### src/rtl/fifo_ctrl.sv
// fifo_ctrl - sequential control stage of an 8-entry FIFO.
//
// Registers the operation state together with the head/tail pointers and the
// occupancy count produced by the external combinational address calculator.
// The next operation state is chosen from wr_en/rd_en and the occupancy the
// FIFO will have once the pending operation lands (next_data_count).
//
// Ports:
//   clk              in  1  single clock, rising edge
//   reset            in  1  asynchronous, active-high
//   wr_en / rd_en    in  1  write / read request, sampled at rising edge
//   next_head        in  3  head value from address calculator
//   next_tail        in  3  tail value from address calculator
//   next_data_count  in  4  count value from address calculator
//   clr_err          in  1  clears err_sticky (FIFO_CTRL_STICKY_ERR_EN only)
//   state            out 3  registered operation state
//   head / tail      out 3  registered read / write pointers
//   data_count       out 4  registered occupancy, 0..8
//   full / empty     out 1  data_count == 8 / data_count == 0
//   wr_ack / wr_err  out 1  state == WRITE / state == WR_ERROR
//   rd_ack / rd_err  out 1  state == READ  / state == RD_ERROR
//   err_sticky       out 1  latched error flag (FIFO_CTRL_STICKY_ERR_EN only)
//
// Optional feature macro: FIFO_CTRL_STICKY_ERR_EN adds clr_err/err_sticky.

module fifo_ctrl (
    input  logic       clk,
    input  logic       reset,
    input  logic       wr_en,
    input  logic       rd_en,
    input  logic [2:0] next_head,
    input  logic [2:0] next_tail,
    input  logic [3:0] next_data_count,
`ifdef FIFO_CTRL_STICKY_ERR_EN
    input  logic       clr_err,
    output logic       err_sticky,
`endif
    output logic [2:0] state,
    output logic [2:0] head,
    output logic [2:0] tail,
    output logic [3:0] data_count,
    output logic       full,
    output logic       empty,
    output logic       wr_ack,
    output logic       wr_err,
    output logic       rd_ack,
    output logic       rd_err
);

    typedef enum logic [2:0] {
        INIT     = 3'b000,
        WRITE    = 3'b001,
        READ     = 3'b010,
        WR_ERROR = 3'b101,
        RD_ERROR = 3'b110,
        NO_OP    = 3'b111
    } state_t;

    state_t     state_reg;
    logic [2:0] head_reg;
    logic [2:0] tail_reg;
    logic [3:0] count_reg;

    // The decision uses the count after the pending operation, so a request
    // issued right behind an accepted one sees the updated occupancy despite
    // the one-cycle register lag. The current state is deliberately ignored.
    function automatic state_t decide(input logic w, input logic r, input logic [3:0] nc);
        state_t s;
        s = NO_OP;
        if (w && !r)
            s = (nc == 4'd8) ? WR_ERROR : WRITE;
        else if (!w && r)
            s = (nc == 4'd0) ? RD_ERROR : READ;
        return s;
    endfunction

    state_t ns_next;
    assign ns_next = decide(wr_en, rd_en, next_data_count);

    always_ff @(posedge clk or posedge reset) begin
        if (reset) begin
            state_reg <= INIT;
            head_reg  <= 3'd0;
            tail_reg  <= 3'd0;
            count_reg <= 4'd0;
        end else begin
            state_reg <= ns_next;
            // Pointer wrap is done by the calculator; values pass straight in.
            head_reg  <= next_head;
            tail_reg  <= next_tail;
            count_reg <= next_data_count;
        end
    end

`ifdef FIFO_CTRL_STICKY_ERR_EN
    logic sticky_reg;

    // Set has priority over clear on the same edge.
    always_ff @(posedge clk or posedge reset) begin
        if (reset)
            sticky_reg <= 1'b0;
        else if (ns_next == WR_ERROR || ns_next == RD_ERROR)
            sticky_reg <= 1'b1;
        else if (clr_err)
            sticky_reg <= 1'b0;
    end

    assign err_sticky = sticky_reg;
`endif

    // All flags decode registered values only, so they never glitch mid-cycle.
    assign state      = state_reg;
    assign head       = head_reg;
    assign tail       = tail_reg;
    assign data_count = count_reg;
    assign full       = (count_reg == 4'd8);
    assign empty      = (count_reg == 4'd0);
    assign wr_ack     = (state_reg == WRITE);
    assign wr_err     = (state_reg == WR_ERROR);
    assign rd_ack     = (state_reg == READ);
    assign rd_err     = (state_reg == RD_ERROR);

endmodule

### config.mk
export PLATFORM = sky130hd
export DESIGN_NAME = fifo_ctrl
export DESIGN_NICKNAME = d
export VERILOG_FILES = /design/src/rtl/fifo_ctrl.sv
export SDC_FILE = /design/constraint.sdc
export NUM_CORES = 1
export LEC_CHECK = 0
export BUFFER_PORTS_ARGS = -buffer_cell sky130_fd_sc_hd__buf_2
export CAP_MARGIN = 25
export CORE_MARGIN = 4
export CORE_UTILIZATION = 30
export DETAILED_ROUTE_END_ITERATION = 16
export HOLD_SLACK_MARGIN = 0.06
export PLACE_DENSITY = 0.66
export REMOVE_ABC_BUFFERS = 1
export SLEW_MARGIN = 20
export SYNTH_ARGS = -nofsm -noshare
export SYNTH_HDL_FRONTEND = slang
export SYNTH_SLANG_ARGS = --single-unit
### constraint.sdc
create_clock -name clk -period 0.8 [get_ports clk]
set_input_delay 0.16 -clock clk [delete_from_list [all_inputs] [get_ports clk]]
set_output_delay 0.16 -clock clk [all_outputs]
set_load 0.1 [all_outputs]
==> results.toml <==
[critical_path]
cpLargestDelayFamily = "flip-flops"
endpoint_kind = "primary output"
critPathBufInv = 2
arrival_ns = 1.42
path_max_fanout = 3
start_kind = "register"
cp.required_ns = 0.64
setup.worst_path.class = "register to primary output"
cp_slowest_cell = "dfrtp_1"
crit_chain = "nor4_1 -> buf_4 -> buf_12"
max_stage_delay_ns = 0.42

[route]
drt_iter0_drc = 2
drt-wirelength-per-cell_um = 18.63
route.detailed.drc = 0
wirelength_um = 1882
vias = 483
drtAntennaViolNets = 0
via_per_inst = 4.782
firstDrtPassIters = 3

[placed_design]
hpwl_um = 1035
port_buffers = 32
place_area_um2 = 973.4
pre_cts_ws_ns = -0.4248
routabilityCongestion = 0.7262
dp.cells = 84

[sta]
finalHoldViolCount = 0
slew_headroom_pct = 78.64
setup_viol = 19
period_share_pct = 197.4
whs_ns = 0.09244
period_needed_ns = 1.579
worst_pin_slew_ns = 0.3174
rsz0062_at_grt = "true"
post-route-worst-setup-slack_ns = -0.7795
finalMaxSlewViolations = 0
max_freq_mhz = 633.1

[floorplanning]
dieArea_um2 = 2059
die_w_um = 45.38
initial_core_util_pct = 32.21
coreArea_um2 = 1301
num_rows = 13
pin_count = 33
die_y_um = 45.38

[pwr]
p_switching_w = 0.0007347
switching_share_pct = 38.13
seqPwrFrac_pct = 38.1
combPwrFrac_pct = 39.1
clkPwrFrac_pct = 22.8
leakagePower_nw = 0.5447
powerDensity_nw_per_um2 = 1651
p_int_w = 0.001192
irDropWorstVdd_mv = 1.435

[cts]
ctsRootBufferMaster = "clkbuf_4"
cts_buffer_depth = 2
cts_tree = "built"
clk_pin_slew_ns = 0.09
numCtsBuffers = 3
cts_sinks = 13
htreeDepth = 1

[synthesis]
syn-cell-area_um2 = 419.2
synth-seq-area-share_pct = 77.61
synth_top_family_by_area = "simple AND/OR/NAND/NOR gates"
synth_cells = 25
yosys-top-cells-area = "dfrtp_1, and3b_1, nor3b_1"
synth-compound-area-share_pct = 2.090
synth_top_area_share_pct = 77.61
synth_seq_cells = 13
syn_avg_cell_area_um2 = 16.77
yosysWarnings = 0
yosys.area.top_type = "dfrtp_1"
muxShareOfSynthArea_pct = 0
synth_xor_area_share_pct = 0
synth.distinct_cells = 9
synthAdderAreaFrac_pct = 0
synthSimpleGateAreaFrac_pct = 19.40

[finish]
fillers = 54
largest_reg_flops = 4
multi_input_area_um2 = 108.9
drive_above_1_share_pct = 65.88
stdcell_count = 101
nNetsFinal = 100
area_delta_synth_final_pct = 178.5
regArea_um2 = 327.8
post-route-util_pct = 89.71
stdcell_area_um2 = 1167

[global_route]
track_usage_pct = 19.70
grt_pass1_vias = 513
gr-total-overflow = 0
grt_antenna_before_repair = 1
grt_pass1_wl_um = 2691
grt_max_degree = 14

[run_status]
violations = "negative setup slack"
status = "finished with violations"

[worst_hold_path]
hold_path_depth = 2
holdCritPathClass = "primary input to register"
hold_end = "state[1]"
min_from = "wr_en"

[job]
drv_cap = 0
==> routing by layer <==
metal	vias to the layer above	global-route usage [%]	wire, µm
li1	214	-	-
met1	239	19.49	614
met2	23	34.54	1039
met3	7	7.905	169
met4	0	10.53	59
met5	-	0	0
==> stage by stage <==
stage | TNS [ns] | power, W
detailed placement | -2.108 | 0.001421
floorplan | -17.63 | 0.001100
global placement | -1.904 | 0.001410
CTS | -7.304 | 0.001877
global route | -8.774 | 0.002006
finish | -7.973 | 0.001927
==> power groups by stage <==
stage | Clock, W | Sequential, W | Combinational (W)
after floorplan | 0 | 0.000985 | 0.000115
after global placement | 0 | 0.000734 | 0.000677
after detailed placement | 0 | 0.000738 | 0.000683
after CTS | 0.000406 | 0.000731 | 0.000739
after global routing | 0.000493 | 0.000740 | 0.000773
final | 0.000439 | 0.000735 | 0.000753
==> worst max-delay path by stage <==
| stage | start | to | slack [ns] | cells past startpoint |
|---|---|---|---|---|
| after global routing | data_count[3] | empty | -0.85 | 3 |
| final | data_count[3] | empty | -0.78 | 3 |
| after CTS | data_count[2] | full | -0.68 | 3 |
| after floorplan | data_count[3] | full | -3.44 | 1 |
| after detailed placement | data_count[2] | full | -0.42 | 3 |
| after global placement | data_count[2] | full | -0.36 | 3 |
==> Yosys cell counts, drive strengths merged <==
library cell	number
dfrtp	13
o22a	1
nor4	2
nand2b	2
inv	1
and3b	2
nor4b	2
nor3b	2
==> final cells by class <==
type	instances	share of cell area (%)
diodes	1	0.2144
clock buffers	4	2.251
inverters	1	0.3215
multi-input cells	11	9.325
flip-flops and latches	13	28.08
well taps	15	1.608
repair buffers	56	58.20
==> placed cells by master, fill, tap and decap left out <==
master | Yosys | final
dlygate4sd3_1 | 0 | 11
dfrtp_2 | 0 | 2
and3b_2 | 0 | 2
nor3b_2 | 0 | 2
buf_6 | 0 | 7
diode_2 | 0 | 1
nor4b_2 | 1 | 2
nor4_1 | 2 | 2
o22a_1 | 1 | 1
clkbuf_1 | 0 | 1
buf_12 | 0 | 19
inv_1 | 1 | 1
nand2b_1 | 2 | 2
dfrtp_1 | 13 | 11
clkbuf_4 | 0 | 3
buf_2 | 0 | 13
buf_4 | 0 | 6
==> logic make-up (layout without fill, tap and decap cells) <==
logic type / after synthesis / count (layout)
AO/OA/AOI/OAI: 1 / 1
buffers and inverters: 1 / 61
flip-flops: 13 / 13
other: 0 / 1
AND/OR/NAND/NOR: 10 / 10
==> timing repair <==
action,in CTS,in global routing
endpoints found under the hold margin,23,0
setup endpoints to repair,19,19
buffers inserted,3,2
gates resized for setup,11,4
hold buffers,11,0
pin swaps,2,1
Power figures use the tool's default switching activity.
